## src/rtl/calc_pkg.sv

```systemverilog
// Shared definitions for the keypad calculator control path: key codes,
// ALU operation encoding and sequencer state codes.
package calc_pkg;

  localparam int DIGITS_DEF = 4;

  localparam logic [3:0] KEY_ADD = 4'hA;
  localparam logic [3:0] KEY_SUB = 4'hB;
  localparam logic [3:0] KEY_MUL = 4'hC;
  localparam logic [3:0] KEY_DIV = 4'hD;
  localparam logic [3:0] KEY_CLR = 4'hE;
  localparam logic [3:0] KEY_EQ  = 4'hF;

  typedef enum logic [1:0] {
    OP_ADD = 2'b00,
    OP_SUB = 2'b01,
    OP_MUL = 2'b10,
    OP_DIV = 2'b11
  } alu_op_e;

  localparam logic [2:0] ST_ENTER_A = 3'd0;
  localparam logic [2:0] ST_OP      = 3'd1;
  localparam logic [2:0] ST_ENTER_B = 3'd2;
  localparam logic [2:0] ST_EXEC    = 3'd3;
  localparam logic [2:0] ST_RESULT  = 3'd4;
  localparam logic [2:0] ST_ERROR   = 3'd5;

  function automatic logic is_digit(input logic [3:0] code);
    return (code <= 4'h9);
  endfunction

  function automatic logic is_oper(input logic [3:0] code);
    return (code >= KEY_ADD) && (code <= KEY_DIV);
  endfunction

  function automatic alu_op_e key_to_op(input logic [3:0] code);
    case (code)
      KEY_ADD: return OP_ADD;
      KEY_SUB: return OP_SUB;
      KEY_MUL: return OP_MUL;
      default: return OP_DIV;
    endcase
  endfunction

endpackage

```

## src/rtl/bcd_entry.sv

```systemverilog
// BCD operand register: shifts digits in from the right, tracks how many
// significant digits are held, and supports direct load and clear.
module bcd_entry
  import calc_pkg::*;
#(
  parameter int DIGITS = DIGITS_DEF
) (
  input  logic                         clk,
  input  logic                         reset,
  input  logic                         clr,
  input  logic                         load,
  input  logic                         shift,
  input  logic [3:0]                   digit,
  input  logic [4*DIGITS-1:0]          load_val,
  input  logic [$clog2(DIGITS+1)-1:0]  load_cnt,
  output logic [4*DIGITS-1:0]          value,
  output logic [4*DIGITS-1:0]          value_next
);

  localparam int W  = 4 * DIGITS;
  localparam int CW = $clog2(DIGITS + 1);

  logic [CW-1:0] count;
  logic [CW-1:0] count_next;
  logic          lead_zero;
  logic          full;

  // A zero typed into an empty operand is not a significant digit.
  assign lead_zero = (value == '0) && (digit == 4'h0);
  assign full      = (count >= CW'(DIGITS));

  always_comb begin
    value_next = value;
    count_next = count;
    if (clr) begin
      value_next = '0;
      count_next = '0;
    end else if (load) begin
      value_next = load_val;
      count_next = load_cnt;
    end else if (shift && !lead_zero && !full) begin
      value_next = {value[W-5:0], digit};
      count_next = count + CW'(1);
    end
  end

  always_ff @(posedge clk or posedge reset) begin
    if (reset) begin
      value <= '0;
      count <= '0;
    end else begin
      value <= value_next;
      count <= count_next;
    end
  end

endmodule

```

## src/rtl/calc_sequencer.sv

```systemverilog
// Keypad calculator control FSM: builds BCD operands from key events,
// issues one ALU operation per '=' and drives the display value/error flag.
module calc_sequencer
  import calc_pkg::*;
#(
  parameter int DIGITS         = DIGITS_DEF,
  parameter int TIMEOUT_CYCLES = 255
) (
  input  logic                clk,
  input  logic                reset,
  input  logic                enable,
  input  logic                key_valid,
  input  logic [3:0]          key_code,
  output logic [4*DIGITS-1:0] alu_a,
  output logic [4*DIGITS-1:0] alu_b,
  output logic [1:0]          alu_op,
  output logic                alu_start,
  input  logic                alu_done,
  input  logic [4*DIGITS-1:0] alu_res,
  input  logic                alu_err,
  output logic [4*DIGITS-1:0] disp_value,
  output logic                disp_err,
  output logic                busy
);

  localparam int W  = 4 * DIGITS;
  localparam int CW = $clog2(DIGITS + 1);
  localparam int TW = $clog2(TIMEOUT_CYCLES + 1);

  logic [2:0]    state, state_n;
  logic [TW-1:0] timer, timer_n;
  logic [W-1:0]  res_q, res_n;
  logic [W-1:0]  disp_n;
  logic [1:0]    op_n;
  logic          start_n, busy_n, err_n;

  logic          key_dig, key_opr, key_clr, key_eq;
  logic [W-1:0]  key_val;

  logic          a_clr, a_load, a_shift;
  logic [W-1:0]  a_val;
  logic [CW-1:0] a_cnt;
  logic [W-1:0]  a_next;
  logic          b_clr, b_load, b_shift;
  logic [W-1:0]  b_next;

  assign key_dig = key_valid && is_digit(key_code);
  assign key_opr = key_valid && is_oper(key_code);
  assign key_clr = key_valid && (key_code == KEY_CLR);
  assign key_eq  = key_valid && (key_code == KEY_EQ);
  assign key_val = W'(key_code);

  bcd_entry #(.DIGITS(DIGITS)) u_opa (
    .clk        (clk),
    .reset      (reset),
    .clr        (a_clr),
    .load       (a_load),
    .shift      (a_shift),
    .digit      (key_code),
    .load_val   (a_val),
    .load_cnt   (a_cnt),
    .value      (alu_a),
    .value_next (a_next)
  );

  bcd_entry #(.DIGITS(DIGITS)) u_opb (
    .clk        (clk),
    .reset      (reset),
    .clr        (b_clr),
    .load       (b_load),
    .shift      (b_shift),
    .digit      (key_code),
    .load_val   (key_val),
    .load_cnt   (CW'(1)),
    .value      (alu_b),
    .value_next (b_next)
  );

  always_comb begin
    state_n = state;
    timer_n = timer;
    res_n   = res_q;
    op_n    = alu_op;
    start_n = 1'b0;
    busy_n  = busy;
    err_n   = disp_err;
    a_clr   = 1'b0;
    a_load  = 1'b0;
    a_shift = 1'b0;
    a_val   = key_val;
    a_cnt   = CW'(1);
    b_clr   = 1'b0;
    b_load  = 1'b0;
    b_shift = 1'b0;
    // Nothing moves while disabled; an ALU done is held by the ALU until then.
    if (enable) begin
      if (key_clr) begin
        a_clr   = 1'b1;
        b_clr   = 1'b1;
        busy_n  = 1'b0;
        err_n   = 1'b0;
        timer_n = '0;
        state_n = ST_ENTER_A;
      end else begin
        case (state)
          ST_ENTER_A: begin
            if (key_dig) begin
              a_shift = 1'b1;
            end else if (key_opr) begin
              op_n    = key_to_op(key_code);
              state_n = ST_OP;
            end
          end
          ST_OP: begin
            if (key_opr) begin
              op_n = key_to_op(key_code);
            end else if (key_dig) begin
              b_load  = 1'b1;
              state_n = ST_ENTER_B;
            end
          end
          ST_ENTER_B: begin
            if (key_dig) begin
              b_shift = 1'b1;
            end else if (key_eq) begin
              start_n = 1'b1;
              busy_n  = 1'b1;
              timer_n = '0;
              state_n = ST_EXEC;
            end
          end
          ST_EXEC: begin
            if (alu_done) begin
              res_n   = alu_res;
              busy_n  = 1'b0;
              err_n   = alu_err;
              state_n = alu_err ? ST_ERROR : ST_RESULT;
            end else if (timer == TW'(TIMEOUT_CYCLES - 1)) begin
              busy_n  = 1'b0;
              err_n   = 1'b1;
              state_n = ST_ERROR;
            end else begin
              timer_n = timer + TW'(1);
            end
          end
          ST_RESULT: begin
            // Operator chains the result in as the next A operand.
            if (key_opr) begin
              a_load  = 1'b1;
              a_val   = res_q;
              a_cnt   = CW'(DIGITS);
              b_clr   = 1'b1;
              op_n    = key_to_op(key_code);
              state_n = ST_OP;
            end else if (key_dig) begin
              a_load  = 1'b1;
              state_n = ST_ENTER_A;
            end
          end
          ST_ERROR: begin
            if (key_dig) begin
              a_load  = 1'b1;
              err_n   = 1'b0;
              state_n = ST_ENTER_A;
            end
          end
          default: state_n = ST_ENTER_A;
        endcase
      end
    end
  end

  always_comb begin
    case (state_n)
      ST_ENTER_A, ST_OP: disp_n = a_next;
      ST_ENTER_B:        disp_n = b_next;
      ST_RESULT:         disp_n = res_n;
      ST_ERROR:          disp_n = '0;
      default:           disp_n = disp_value;
    endcase
  end

  always_ff @(posedge clk or posedge reset) begin
    if (reset) begin
      state      <= ST_ENTER_A;
      timer      <= '0;
      res_q      <= '0;
      alu_op     <= OP_ADD;
      alu_start  <= 1'b0;
      busy       <= 1'b0;
      disp_err   <= 1'b0;
      disp_value <= '0;
    end else begin
      state      <= state_n;
      timer      <= timer_n;
      res_q      <= res_n;
      alu_op     <= op_n;
      alu_start  <= start_n;
      busy       <= busy_n;
      disp_err   <= err_n;
      disp_value <= disp_n;
    end
  end

endmodule

```

## config.mk

```make
export PLATFORM = sky130hd
export DESIGN_NAME = calc_sequencer
export DESIGN_NICKNAME = d
export VERILOG_FILES = /design/src/rtl/calc_pkg.sv /design/src/rtl/bcd_entry.sv /design/src/rtl/calc_sequencer.sv
export SDC_FILE = /design/constraint.sdc
export NUM_CORES = 1
export LEC_CHECK = 0
export ABC_AREA = 1
export BUFFER_PORTS_ARGS = -buffer_cell sky130_fd_sc_hd__buf_2
export CORE_MARGIN = 3
export CORE_UTILIZATION = 55
export CTS_BUF_LIST = sky130_fd_sc_hd__clkbuf_8
export DETAILED_ROUTE_END_ITERATION = 10
export GPL_TIMING_DRIVEN = 0
export PLACE_DENSITY = 0.82
export SLEW_MARGIN = 20
export SYNTH_ARGS = -nofsm -noshare
export SYNTH_HDL_FRONTEND = slang
export SYNTH_SLANG_ARGS = --single-unit
```

## constraint.sdc

```tcl
create_clock -name clk -period 4.27 [get_ports clk]
set_clock_uncertainty 0.2 [all_clocks]
set_input_delay 1.281 -clock clk [delete_from_list [all_inputs] [get_ports clk]]
set_output_delay 1.281 -clock clk [all_outputs]
set_load 0.02 [all_outputs]
```

==> results.json, run 1 <==
{
  "status": "finished clean",
  "hold_violations": 0,
  "hold_path_end": "alu_op[1]$_DFFE_PP0P_",
  "powerDensity_nw_per_um2": 621,
  "hp-class": "reg -> reg",
  "drv_slew": 0,
  "ys_ff_latch": 86,
  "drc_errors": 0,
  "rsz0062_at_grt": "no",
  "syn_inst": 688,
  "finalNonFillerCells": 891,
  "core_sq_um": 8810,
  "layout.nets": 808,
  "r2r-end": "disp_value[2]$_DFFE_PP0P_",
  "root_buffer": "clkbuf_8",
  "diodes": 0,
  "critPathCaptureType": "register",
  "grt_pass1_wl_um": 21400,
  "place.port_buffers": 78,
  "period_needed_ns": 2.91,
  "critPathRequiredTime_ns": 4.36,
  "holdPathStages": 2,
  "r2r_cells": 12,
  "gr-usage-all-layers_pct": 26.7,
  "vias": 4845,
  "cts_max_level": 3,
  "synthTopCellsByArea": "dfrtp_1, nand2_1, nor2_1, nand3_1, inv_1",
  "setup_violations": 0,
  "synthArstFlopShare_pct": 100,
  "cp_max_fo": 10,
  "clk_pin_slew_ns": 0.08,
  "wl_um": 13400,
  "p_leak_nw": 3.36,
  "cts_tree": "yes",
  "cts_resized": 0,
  "start_util_pct": 57.1,
  "syn2layout_area_growth_pct": 15.1,
  "max-slew-margin-rel_pct": 71.3,
  "drive_above_1_share_pct": 22.7,
  "gp_congestion": 0.926,
  "ys_seq_area_share_pct": 42.8,
  "cts.sinks": 86,
  "cp-start-kind": "input port",
  "tns_ns": 0,
  "synthFlopType": "dfrtp_1",
  "post-cts-setup-buffer-count": 0,
  "cts_hold_buf": 0,
  "drtPass1Iterations": 5,
  "rrSetupSlack_ns": 1.98,
  "die_w_um": 102,
  "initialDrtViolationCount": 307,
  "grt.overflow.total": 0,
  "layout_commonest_cell": "nand2_1",
  "grt_pass1_vias": 4377,
  "finalCritPeriodShare_pct": 68.2,
  "die_h_um": 102,
  "syn_avg_cell_area_sq_um": 7.31,
  "synth_top_area_share_pct": 42.8,
  "place_area_sq_um": 5590,
  "synth-edff-count": 0,
  "clock_latency_ns": 0.36,
  "yosysUniqueCellTypes": 39,
  "synth_area_sq_um": 5030,
  "synth_top_area_cell": "dfrtp_1",
  "synth_nets": 718,
  "antenna_found_initial": 0,
  "drtAntennaViolNets": 0,
  "ys_warn_count": 0,
  "wire_per_inst_um": 15.0,
  "r2r-start": "state[2]$_DFF_PP0_",
  "hp-start": "alu_op[1]$_DFFE_PP0P_",
  "stdcell_area_sq_um": 5790,
  "critPathArrivalTime_ns": 3.00,
  "num_rows": 34,
  "fin_total_pwr_w": 0.00360,
  "maxCapViolCount": 0,
  "io_pins": 79,
  "fmax_ghz": 0.343,
  "n_fill_cell": 776,
  "die_area_sq_um": 10300,
  "place_hpwl_um": 10400,
  "cts_max_path_buffers": 2,
  "crit_type": "in -> reg",
  "cts-buffers-inserted": 9,
  "peakVddDrop_v": 0.000356,
  "tightest_slew_ns": 0.431,
  "viasPerCell": 5.44,
  "utilization_pct": 65.8,
  "grt_max_degree": 56,
  "layout_common_cells": "nand2_1, nor2_1, dfrtp_1, buf_2, inv_1",
  "placedCellCount": 875
}
[power breakdown]
part	switching [W]	internal [W]	total, W	leakage [nW]
registers	0.000225	0.00111	0.00134	1.11
clock network	0.000304	0.000289	0.000593	0.0993
logic	0.00110	0.000566	0.00167	2.15
total	0.00163	0.00197	0.00360	3.36
[how the worst max path moves through the flow]
stage / from / to / depth (start not counted)
detailed placement: key_code[3] / disp_value[1]$_DFFE_PP0P_ / 14
global placement: reset / u_opa.value[7]$_DFF_PP0_ / 2
CTS: key_code[3] / disp_value[1]$_DFFE_PP0P_ / 14
global route: key_code[2] / disp_value[1]$_DFFE_PP0P_ / 14
floorplan: reset / alu_op[0]$_DFFE_PP0P_ / 1
finish: key_code[3] / disp_value[2]$_DFFE_PP0P_ / 13
[worst max-delay path, cell delays in order]
cell     delay, ns
buf_2         0.16
nand2_1       0.15
nand2_4       0.09
nor2_4        0.14
nand3_1       0.10
nor2_2        0.20
nand2_1       0.13
buf_2         0.21
nand3_1       0.08
nand3_1       0.12
o21ai_0       0.16
nor2_1        0.08
nor2_1        0.10
[cells in the mapped netlist (3+ instances only)]
cell	count
nand4_1	27
o21ai_2	3
inv_2	6
nor2_2	5
o21ai_1	3
dfrtp_1	86
buf_6	5
and3_1	11
nand3_1	59
nor2_1	99
nor2_4	6
a21oi_1	11
ha_1	4
nand3_2	4
nand2_4	5
inv_1	72
buf_4	8
buf_2	7
nor3_1	7
o21ai_0	15
nand2_2	23
nand2_1	200
[metrics by stage]
stage	hold slack, ns	setup slack [ns]
2_1_floorplan	0.262	0.567
3_3_place_gp	0.264	-0.410
3_5_place_dp	0.274	1.04
4_1_cts	0.295	1.39
5_1_grt	0.328	1.23
6_report	0.294	1.36
[cell type report]
| type | count | area, sq um | share of cell area (%) |
|---|---|---|---|
| clock inverters | 6 | 67.6 | 1.17 |
| inverters | 80 | 308 | 5.31 |
| clock buffers | 10 | 138 | 2.38 |
| multi-input cells | 499 | 2400 | 41.4 |
| flip-flops and latches | 86 | 2150 | 37.2 |
| well taps | 108 | 135 | 2.33 |
| plain buffers | 23 | 174 | 3.00 |
| repair buffers | 79 | 418 | 7.22 |
[state kept, by name, summed over array words and instances, names as in the netlist]
signal       flops
disp_value      16
res_q           16
u_opa.value     16
u_opb.value     16
timer            8
state            3
u_opa.count      3
u_opb.count      3
alu_op           2
alu_start        1
busy             1
disp_err         1
[per-layer routing]
metal,routed length (um),vias up,global-route usage [%]
li1,-,2372,-
met1,6050,2245,38.4
met2,6280,202,41.9
met3,867,26,4.34
met4,206,0,7.98
met5,0,-,0
[kinds of logic after synthesis]
kind of cell,count (synthesis),share of synthesized area (%)
flops,86,42.8
buf+inv,103,9.52
mux,1,0.298
simple gates,450,40.9
fa+ha+maj,4,0.995
compound gates,43,5.32
xor+xnor,1,0.174
Note: power is estimated with default switching activity, not from simulation.
==> run 2: changes to the inputs <==
CORE_UTILIZATION = 53   (was 55)
clock period = 2.6 ns   (was 4.27 ns; I/O delays follow)
==> results.json, run 2 (synthesized netlist as in run 1, its figures left out) <==
{
  "place.port_buffers": 78,
  "cts-buffers-inserted": 9,
  "multi_input_area_sq_um": 2400,
  "cts.sinks": 86,
  "worstSetupStartpoint": "key_code[3]",
  "drive_above_1_share_pct": 22.8,
  "die_w_um": 103,
  "pre_cts_ws_ns": -0.150,
  "hp-class": "reg -> reg",
  "critPathArrivalTime_ns": 2.46,
  "antenna_found_initial": 0,
  "layout.nets": 809,
  "root_buffer": "clkbuf_8",
  "placedCellCount": 894,
  "regArea_sq_um": 2150,
  "core_sq_um": 8980,
  "finalCritPeriodShare_pct": 92.2,
  "place_area_sq_um": 5630,
  "path_cells": "buf_2 > inv_1 > nand3_1 > nor2_1 > nand3_2 > nand2_2 > inv_2 > buf_4 > nand2_1 > nand2_1 > nand2_2 > nand2_2 > nand2_1 > inv_1 > nor2_1 > nor2_1",
  "slowest_stage": "nand3_1",
  "rrSetupSlack_ns": 0.29,
  "viasPerCell": 5.32,
  "r2r-start": "state[2]$_DFF_PP0_",
  "place_hpwl_um": 10700,
  "drtPass1Iterations": 6,
  "hold_violations": 0,
  "die_area_sq_um": 10700,
  "cts_tree": "yes",
  "grt.overflow.total": 0,
  "crit_family": "simple AND/OR/NAND/NOR gates",
  "drt-met1-wl_um": 6090,
  "holdPathStages": 2,
  "slowest_delay_ns": 0.20,
  "cp_max_fo": 10,
  "cp-start-kind": "input port",
  "r2r_cells": 13,
  "start_util_pct": 56.0,
  "initialDrtViolationCount": 351,
  "setup_violations": 0,
  "max-slew-margin-rel_pct": 52.3,
  "hold_path_end": "alu_op[1]$_DFFE_PP0P_",
  "diodes": 0,
  "dr_wl_met2_um": 6350,
  "drtAntennaViolNets": 0,
  "status": "finished clean",
  "gr-usage-all-layers_pct": 26.8,
  "wl_met3_um": 943,
  "num_rows": 34,
  "p_leak_nw": 3.38,
  "cts_max_path_buffers": 2,
  "finalNonFillerCells": 910,
  "fmax_ghz": 0.417,
  "die_h_um": 103,
  "crit_buf_inv": 5,
  "timing.final.ws_setup_ns": 0.204,
  "tightest_slew_ns": 0.715,
  "grt_pass1_vias": 4613,
  "vias": 4839,
  "routed.top_layer": "met4",
  "clk_pin_slew_ns": 0.09,
  "peakVddDrop_v": 0.000506,
  "grt_pass1_wl_um": 22200,
  "critPathCaptureType": "register",
  "clock_latency_ns": 0.36,
  "powerDensity_nw_per_um2": 1030,
  "post-cts-setup-buffer-count": 0,
  "drc_errors": 0,
  "crit_type": "in -> reg",
  "critPathRequiredTime_ns": 2.66,
  "n_fill_cell": 788,
  "wl_um": 13600,
  "rsz0062_at_grt": "no",
  "io_pins": 79,
  "drv_slew": 0,
  "r2r-end": "disp_value[9]$_DFFE_PP0P_",
  "cts_max_level": 3,
  "gp_congestion": 0.974,
  "wire_per_inst_um": 15.0,
  "syn2layout_area_growth_pct": 16.5,
  "layout_common_cells": "nand2_1, nor2_1, dfrtp_1, buf_2, inv_1",
  "hp-start": "alu_op[1]$_DFFE_PP0P_",
  "layout_commonest_cell": "nand2_1",
  "stdcell_area_sq_um": 5860,
  "maxCapViolCount": 0,
  "period_needed_ns": 2.40,
  "grt_max_degree": 33
}
## run 2: power by group
group | switching, W | leakage (nW) | internal [W]
Sequential | 0.000364 | 1.11 | 0.00183
Clock | 0.000481 | 0.118 | 0.000566
Combinational | 0.00184 | 2.16 | 0.000932
## run 2: worst reg2reg max path, delay by kind of cell (launching register included)
| family | cells | cell delay, ns |
|---|---|---|
| and+or+nand+nor | 10 | 1.18 |
| buffers and inverters | 3 | 0.40 |
| DFF | 1 | 0.45 |
## run 2: per-stage QoR
step	util, %	hold slack [ns]	total power (W)	TNS [ns]
detailed placement	62.7	0.274	0.00493	-1.79
global placement	62.2	0.268	0.00484	-1.36
finish	65.3	0.291	0.00601	0
CTS	65.2	0.295	0.00599	0
global route	65.3	0.327	0.00645	0
floorplan	-	0.262	0.00406	0
## run 2: layout make-up
type	count	share of cell area, %
multi-input combinational	499	41.0
sequential	86	36.7
timing repair buffer	80	7.47
inverter	80	5.27
buffer	23	2.97
tap	126	2.69
clock buffer	10	2.35
clock inverter	6	1.47
## run 2: repair_timing
item / 4_1_cts / 5_1_grt
hold endpoints to repair: 0 / 0
endpoints found under the setup margin: 0 / 1
gates resized for setup: 0 / 1
hold buffers: 0 / 0
## run 2: per-layer routing
layer,vias up,GRT usage [%]
met2,205,43.8
met4,0,6.67
met3,23,5.03
met5,-,0
met1,2242,37.1
li1,2369,-
## run 2: how the worst max path moves through the flow
| stage | endpoint | slack (ns) | cells after the start |
|---|---|---|---|
| after global placement | disp_value[7]$_DFFE_PP0P_ | -0.17 | 16 |
| after CTS | disp_value[7]$_DFFE_PP0P_ | 0.21 | 16 |
| final | disp_value[9]$_DFFE_PP0P_ | 0.20 | 16 |
| after global routing | disp_value[9]$_DFFE_PP0P_ | 0.04 | 14 |
| after floorplan | disp_value[4]$_DFFE_PP0P_ | 0.29 | 13 |
| after detailed placement | disp_value[7]$_DFFE_PP0P_ | -0.15 | 16 |
